### config.mk
export PLATFORM = sky130hd
export DESIGN_NAME = pkt_mem_reader
export DESIGN_NICKNAME = d
export VERILOG_FILES = /design/src/rtl/bpfcap_pkg.sv /design/src/rtl/pkt_mem_reader.sv
export SDC_FILE = /design/constraint.sdc
export NUM_CORES = 1
export LEC_CHECK = 0
export CORE_UTILIZATION = 55
export CTS_CLUSTER_SIZE = 40
export DETAILED_ROUTE_END_ITERATION = 10
export DONT_BUFFER_PORTS = 1
export HOLD_SLACK_MARGIN = 0.05
export PLACE_DENSITY = 0.67
export SLEW_MARGIN = 25
export SYNTH_ARGS = -nofsm -noshare
export SYNTH_HDL_FRONTEND = slang
export SYNTH_SLANG_ARGS = --single-unit
### constraint.sdc
create_clock -name clk -period 3.7 [get_ports clk]
set_input_delay 0.74 -clock clk [delete_from_list [all_inputs] [get_ports clk]]
set_output_delay 0.74 -clock clk [all_outputs]
set_load 0.05 [all_outputs]
### src/rtl/bpfcap_pkg.sv
// Shared types and widths for the packet-capture datapath (reader, FIFO, write-side controller).
package bpfcap_pkg;

  typedef enum logic [1:0] {
    RD_IDLE,
    RD_ISSUE,
    RD_DATA,
    RD_DONE
  } rd_state_t;

  localparam int BPFCAP_DATA_W    = 32;
  localparam int BPFCAP_MAX_BURST = 8;

endpackage

### src/rtl/pkt_mem_reader.sv
// Avalon-MM burst-read master: copies one packet (base address, length in words) from
// packet memory into the capture FIFO, one burst in flight, honouring FIFO back-pressure.
module pkt_mem_reader
  import bpfcap_pkg::*;
#(
  parameter int ADDR_W    = 32,
  parameter int DATA_W    = BPFCAP_DATA_W,
  parameter int LEN_W     = 16,
  parameter int MAX_BURST = BPFCAP_MAX_BURST,
  localparam int BURST_W  = $clog2(MAX_BURST) + 1
) (
  input  logic              clk,
  input  logic              reset,
  input  logic              start,
  input  logic [ADDR_W-1:0] base_addr,
  input  logic [LEN_W-1:0]  len_words,
  output logic              busy,
  output logic              done,
  output logic [ADDR_W-1:0] avm_address,
  output logic              avm_read,
  output logic [BURST_W-1:0] avm_burstcount,
  input  logic              avm_waitrequest,
  input  logic [DATA_W-1:0] avm_readdata,
  input  logic              avm_readdatavalid,
  output logic              fifo_wrreq,
  output logic [DATA_W-1:0] fifo_data,
  input  logic              fifo_almost_full
);

  localparam int BYTE_SHIFT = $clog2(DATA_W / 8);

  rd_state_t          state_q;
  logic [ADDR_W-1:0]  addr_q;
  logic [LEN_W-1:0]   remaining_q;
  logic [BURST_W-1:0] outstanding_q;
  logic               pend_q;       // read presented and stalled: must stay up until accepted
  logic [BURST_W-1:0] burst_len;
  logic               in_issue;
  logic               accepted;

  // NOTE: give every always_comb output a default first so no path leaves it unassigned,
  // otherwise synthesis infers a latch.
  always_comb begin
    burst_len = BURST_W'(MAX_BURST);
    if (remaining_q < LEN_W'(MAX_BURST)) begin
      burst_len = BURST_W'(remaining_q);
    end
  end

  // Back-pressure only gates a new request; a stalled request is held per Avalon rules.
  assign in_issue       = (state_q == RD_ISSUE);
  assign avm_read       = in_issue && (!fifo_almost_full || pend_q);
  assign avm_address    = in_issue ? addr_q : '0;
  assign avm_burstcount = in_issue ? burst_len : '0;
  assign accepted       = avm_read && !avm_waitrequest;

  assign busy = (state_q == RD_ISSUE) || (state_q == RD_DATA);
  assign done = (state_q == RD_DONE);

  // NOTE: sequential state uses non-blocking assignments so every register samples
  // pre-edge values regardless of statement order.
  always_ff @(posedge clk or negedge reset) begin
    if (!reset) begin
      state_q       <= RD_IDLE;
      addr_q        <= '0;
      remaining_q   <= '0;
      outstanding_q <= '0;
      pend_q        <= 1'b0;
      fifo_wrreq    <= 1'b0;
      fifo_data     <= '0;
    end else begin
      fifo_wrreq <= 1'b0;
      unique case (state_q)
        RD_IDLE: begin
          if (start) begin
            addr_q      <= base_addr;
            remaining_q <= len_words;
            state_q     <= (len_words == '0) ? RD_DONE : RD_ISSUE;
          end
        end
        RD_ISSUE: begin
          if (accepted) begin
            remaining_q   <= remaining_q - LEN_W'(burst_len);
            addr_q        <= addr_q + (ADDR_W'(burst_len) << BYTE_SHIFT);
            outstanding_q <= burst_len;
            pend_q        <= 1'b0;
            state_q       <= RD_DATA;
          end else if (avm_read) begin
            pend_q <= 1'b1;
          end
        end
        RD_DATA: begin
          // Beats arriving in any other state are stale and deliberately dropped.
          if (avm_readdatavalid) begin
            fifo_wrreq    <= 1'b1;
            fifo_data     <= avm_readdata;
            outstanding_q <= outstanding_q - BURST_W'(1);
            if (outstanding_q == BURST_W'(1)) begin
              state_q <= (remaining_q == '0) ? RD_DONE : RD_ISSUE;
            end
          end
        end
        RD_DONE: begin
          state_q <= RD_IDLE;
        end
        default: begin
          state_q <= RD_IDLE;
        end
      endcase
    end
  end

endmodule

Word level (Yosys, flattened, before mapping)
Index checks and enable logic that the tools add are counted.
Widths: inputs -> output; s select.
Word-level totals
  flip-flop bits (word level): 88
  latch bits: 0
  memory bits (writable): 0
  ROM bits: 0
  input bits: 86
  word-level logic and storage cells: 59
  memories kept: 0
Operators by class
  $add $sub $neg: 3
  $mul: 0
  div/mod/pow operators: 0
  $lt $le $gt $ge: 1
  equal/unequal tests: 8
  shifts and indexed selects: 0
  muxes and demuxes: 23
  bitwise operators: 0
  reduce and logical (&&, ||, !) cells: 17
Operators by type and width (number)
  $mux 32: 3
  $pmux 32 s2: 1
  $add 32x6->32: 1
  $logic_not 16->1: 2
  $mux 16: 2
  $pmux 16 s2: 1
  $lt 16x4->1 const B: 1
  $mux 4: 4
  $sub 16x4->16: 1
  $mux 2: 6
  $pmux 2 s4: 1
  $pmux 4 s2: 1
  $reduce_and 3->1: 2
  $reduce_bool 2->1: 3
  $eq 2x2->1 const B: 2
  $eq 4x1->1 const B: 1
  $mux 1: 4
  $ne 2x1->1 const B: 2
  $ne 2x2->1 const B: 2
  $reduce_and 2->1: 2
  $reduce_and 4->1: 1
  $sub 4x1->4 const B: 1
  $eq 2x1->1 const B: 1
  $logic_and 1x1->1: 2
  3 further kinds: 5

Depth between registers and ports, before layout
  depth in word-level cells: 6
  depth in mapped cells: 12

Worst setup path before layout
No wires, ideal clock.
  kind: reg2reg
  start: register remaining_q[10]
  end: register addr_q[11]
  library setup time: 137 ps
  arrival time: 2884 ps
  required time: 3563 ps
  setup slack: 679 ps
  stages on the path, launching flop included: 13
  cells stage by stage: dfrtp_1 or4_1 buf_6 nor3_4 and2_4 inv_2 ha_1 a21o_1 a22oi_1 clkbuf_1 o21ai_0 a21oi_1 a21oi_1
On the way
  cells in the longest elaborated chain, start to end: 5
Ends and longest elaborated chain
  start, declared: line pkt_mem_reader.sv:34  | logic [LEN_W-1:0] remaining_q;
  start signal, assigned: line pkt_mem_reader.sv:77  | remaining_q <= len_words;
  start signal, assigned: line pkt_mem_reader.sv:83  | remaining_q <= remaining_q - LEN_W'(burst_len);
  $lt 16x4->1: line pkt_mem_reader.sv:45  | if (remaining_q < LEN_W'(MAX_BURST)) begin
  $mux 4: line pkt_mem_reader.sv:45
  $add 32x6->32: line pkt_mem_reader.sv:84  | addr_q <= addr_q + (ADDR_W'(burst_len) << BYTE_SHIFT);
  $mux 32: line pkt_mem_reader.sv:82  | if (accepted) begin
  $pmux 32 s2: line pkt_mem_reader.sv:73  | unique case (state_q)
  end signal, assigned: line pkt_mem_reader.sv:76  | addr_q <= base_addr;
  end signal, assigned: line pkt_mem_reader.sv:84
  end, declared: line pkt_mem_reader.sv:33  | logic [ADDR_W-1:0] addr_q;
Every way passes these cells. The select of a mux whose other input is x is not followed.
A chain may end at the register's enable or synchronous reset.

Worst setup path after layout
  start: register remaining_q[10]
  end: register remaining_q[2]
On the way
  cells in the longest elaborated chain, start to end: 5
Ends and longest elaborated chain (line)
  $lt 16x4->1: pkt_mem_reader.sv:45
  $mux 4: pkt_mem_reader.sv:45
  $sub 16x4->16: pkt_mem_reader.sv:83
  $mux 16: pkt_mem_reader.sv:82
  $pmux 16 s2: pkt_mem_reader.sv:73
Every way passes these cells. The select of a mux whose other input is x is not followed.

==> summary.md <==
| Metric | Value |
|---|---|
| DIE AREA | 0.00979 mm2 |
| Final Max Slew Viols | 0 |
| Worst EP required | 3.95 ns |
| Peak fanout along the critical path | 7 |
| First-pass GRT wire length | 21.4 mm |
| Hpwl dp | 9.39 mm |
| Netlist cell types | 64 |
| DR top layer | met4 |
| Via count | 4403 |
| Antenna Cells | 0 |
| Period utilization | 89.9% |
| Number of vias per cell | 6.66 |
| Met3 WL | 1.05 mm |
| Antenna violations before repair | 0 |
| Setup Skew | 0.00887 ns |
| Final core occ | 60.6% |
| Drt first-iter violations | 262 |
| Layout cells sized above 1 | 13.8% |
| P&R area growth vs syn | 7.31% |
| Crit. End Element | flip-flop |
| Largest net degree at the start of global routing | 63 |
| TritonCTS Buffers | 9 |
| Final setup viols | 0 |
| Syn Nets | 652 |
| Post-synthesis compound-gate area fraction | 19.4% |
| Post-Syn Area | 0.00517 mm2 |
| Synth warn | 0 |
| Final Non-Filler Cells | 661 |
| # nets final | 644 |
| Clock Root Buffer | clkbuf_8 |
| Post-synth EDFFs | 0 |
| Synth Area in Adders | 3.29% |
| Routed Antenna Nets | 0 |
| HP Class | input pin to async pin |
| Congestion Overflow GR | 0 |
| Critical path start-end classification | flip-flop to flip-flop |
| Num rows | 35 |
| Synth Flop Type | dfrtp_1 |
| Met2 wire length | 6.37 mm |
| Fraction of registers with async set/reset | 100% |
| Worst-path clk slew | 0.09 ns |
| Port Buffers | 0 |
| Placed Cells | 642 |
| Hold_ws | 0.234 ns |
| Residual DRC count | 0 |
| Post-synthesis mux area share | 9.13% |
| Setup TNS | 0 ns |
| Maximum level of the CTS H-tree | 3 |
| Core area | 0.00915 mm2 |
| IO Count | 158 |
| Clk_lat worst skew | 0.37 ns |
| WL final | 13.3 mm |
| Die height | 98.9 um |
| Count of final hold-check violations | 0 |
| Die W | 98.9 um |
| Syn Area/Cell | 9.35 um2 |
| Starting Density | 56.5% |
| Fmax | 0.301 GHz |
| Post-Synthesis Cells | 553 |
| CTS tree | yes |
| Longest Clk Path Bufs | 2 |
| Tot GR Track Use | 27.6% |
| Post-CTS setup buffers | 0 |
| Placer Congestion | 0.856 |
| Slew @ Worst Pin | 0.700 ns |
| RSZ-0062 raised after global routing | no |
| Data arrival time of the worst path | 3.58 ns |
| Synthesized flop and latch total | 88 |
| Register area share after synthesis | 42.6% |
| Worst setup SP type | flip-flop |
| Footprint of the multi-input gates | 0.00277 mm2 |
| Post-Route M1 WL | 5.61 mm |
| Drt pass-1 iters | 4 |
| Final Critical Period | 3.33 ns |
| Status | finished, final reports clean |
| Number of max-cap violations | 0 |
| Xor/xnor cell area share of the yosys netlist | 0.339% |
| Fill count | 805 |
| Relative slew slack | 53.4% |
| DR WL/cell | 20.1 um |
| Sequential cell area | 0.00220 mm2 |
| CTS sink count | 88 |
| Largest family of logic cells by synthesized area | simple AND/OR/NAND/NOR gates |
| Vias in the first global route | 4181 |
| Simple-gate share of the synthesized area | 21.1% |
## layout make-up
cell class                      instances  share of cell area (%)
Clock buffer                           10                    2.48
Clock inverter                          6                    1.33
Inverter                               18                    1.22
Multi-Input combinational cell        412                    50.0
Sequential cell                        88                    39.7
Tap cell                              111                    2.50
Timing Repair Buffer                   16                    2.75
## timing repair
item / in CTS / in global routing
hold buffers: 2 / 1
gates resized for setup: 0 / 0
setup endpoints to repair: 0 / 0
endpoints found under the hold margin: 62 / 8
## cell families after synthesis
kind of cell / after synthesis
buffers and inverters: 53
DFF: 88
muxes: 43
AOI/OAI and AO/OA: 156
xor gates and xnor gates: 2
other: 1
and+or+nand+nor: 197
adders and majority gates: 13
## layout by cell type, fill, tap and decap left out, types with 3 or more instances in the layout
cell       netlist  layout
o311ai_0         3       3
inv_1           16      16
a21o_1           6       6
nand4_1         15      15
mux2_2          33      33
o32ai_1          3       3
dfrtp_1         88      88
and2_1          27      27
o31ai_1          3       3
o21ai_0         27      27
a31oi_1          3       3
mux2i_1         10      10
buf_4            0      12
and3_1          12      12
nand2_1         48      48
a22oi_1          3       3
a21oi_1         51      51
inv_6            0       3
nor2_1          21      21
nand2b_1         4       4
ha_1            12      11
a2bb2oi_1        8       8
a22o_1           6       6
a211o_1          3       3
nand3_1         21      21
or4_1            3       3
nor3_1          19      19
nor4_1           8       8
or3_1            4       4
o22ai_1         17      17
clkbuf_8         0      10
a211oi_1         4       4
## state kept, by name (all words and copies together), names as in the netlist
name and cells:
pend_q 1, remaining_q 16, outstanding_q 4, state_q 2
fifo_data 32, addr_q 32, fifo_wrreq 1
## cell usage after synthesis, types with 4 or more instances
library cell	n	area, um2
o22ai_1	17	106
nand3_1	21	105
or3_1	4	25.0
nand4_1	15	93.8
a21oi_1	51	255
and2_1	27	169
mux2_2	33	372
dfrtp_1	88	2200
nor4_1	8	50.1
nor3_1	19	95.1
o21ai_0	27	135
inv_1	16	60.1
nand2_1	48	180
nor2_1	21	78.8
a211oi_1	4	30.0
a2bb2oi_1	8	70.1
a21o_1	6	45.0
ha_1	12	150
mux2i_1	10	100
a22o_1	6	52.6
buf_1	4	15.0
and3_1	12	75.1
nand2b_1	4	25.0
clkbuf_1	26	97.6
## metrics by stage
step	setup slack, ns	cell area (um2)
finish	0.373	5550
global route	0.224	5550
CTS	0.408	5540
detailed placement	0.426	5290
global placement	0.534	5290
floorplan	0.679	5170
## routing by layer
layer | vias to the layer above | GRT usage (%)
met5 | - | 0
met4 | 0 | 9.53
met3 | 25 | 7.02
met2 | 180 | 42.9
met1 | 2158 | 37.7
li1 | 2040 | -
## worst max-delay path: stages, from the launching register on
cell and delay, ns:
dfrtp_1 0.42, or4_1 0.72, nor3_4 0.26, and2_4 0.22, inv_2 0.06, nand2_1 0.07, ha_1 0.21, or3b_2 0.50
nor4_4 0.26, a211oi_1 0.12, or3_1 0.36
## worst paths after layout
kind	cells after the start	start	endpoint	slack (ns)
worst max-delay path	10	remaining_q[10]$_DFFE_PN0P_	remaining_q[2]$_DFFE_PN0P_	0.37
worst min-delay path	1	reset	remaining_q[13]$_DFFE_PN0P_	0.23
worst max register to register	10	remaining_q[10]$_DFFE_PN0P_	remaining_q[2]$_DFFE_PN0P_	0.37
worst min register to register	2	addr_q[1]$_DFFE_PN0P_	addr_q[1]$_DFFE_PN0P_	0.47
max in group asynchronous	1	reset	addr_q[27]$_DFFE_PN0P_	2.65
min in group clk	2	addr_q[1]$_DFFE_PN0P_	addr_q[1]$_DFFE_PN0P_	0.47
Power is left out: the tool's default activity adds up to more than one toggle a clock period on the data nets, which glitch-free logic cannot reach.
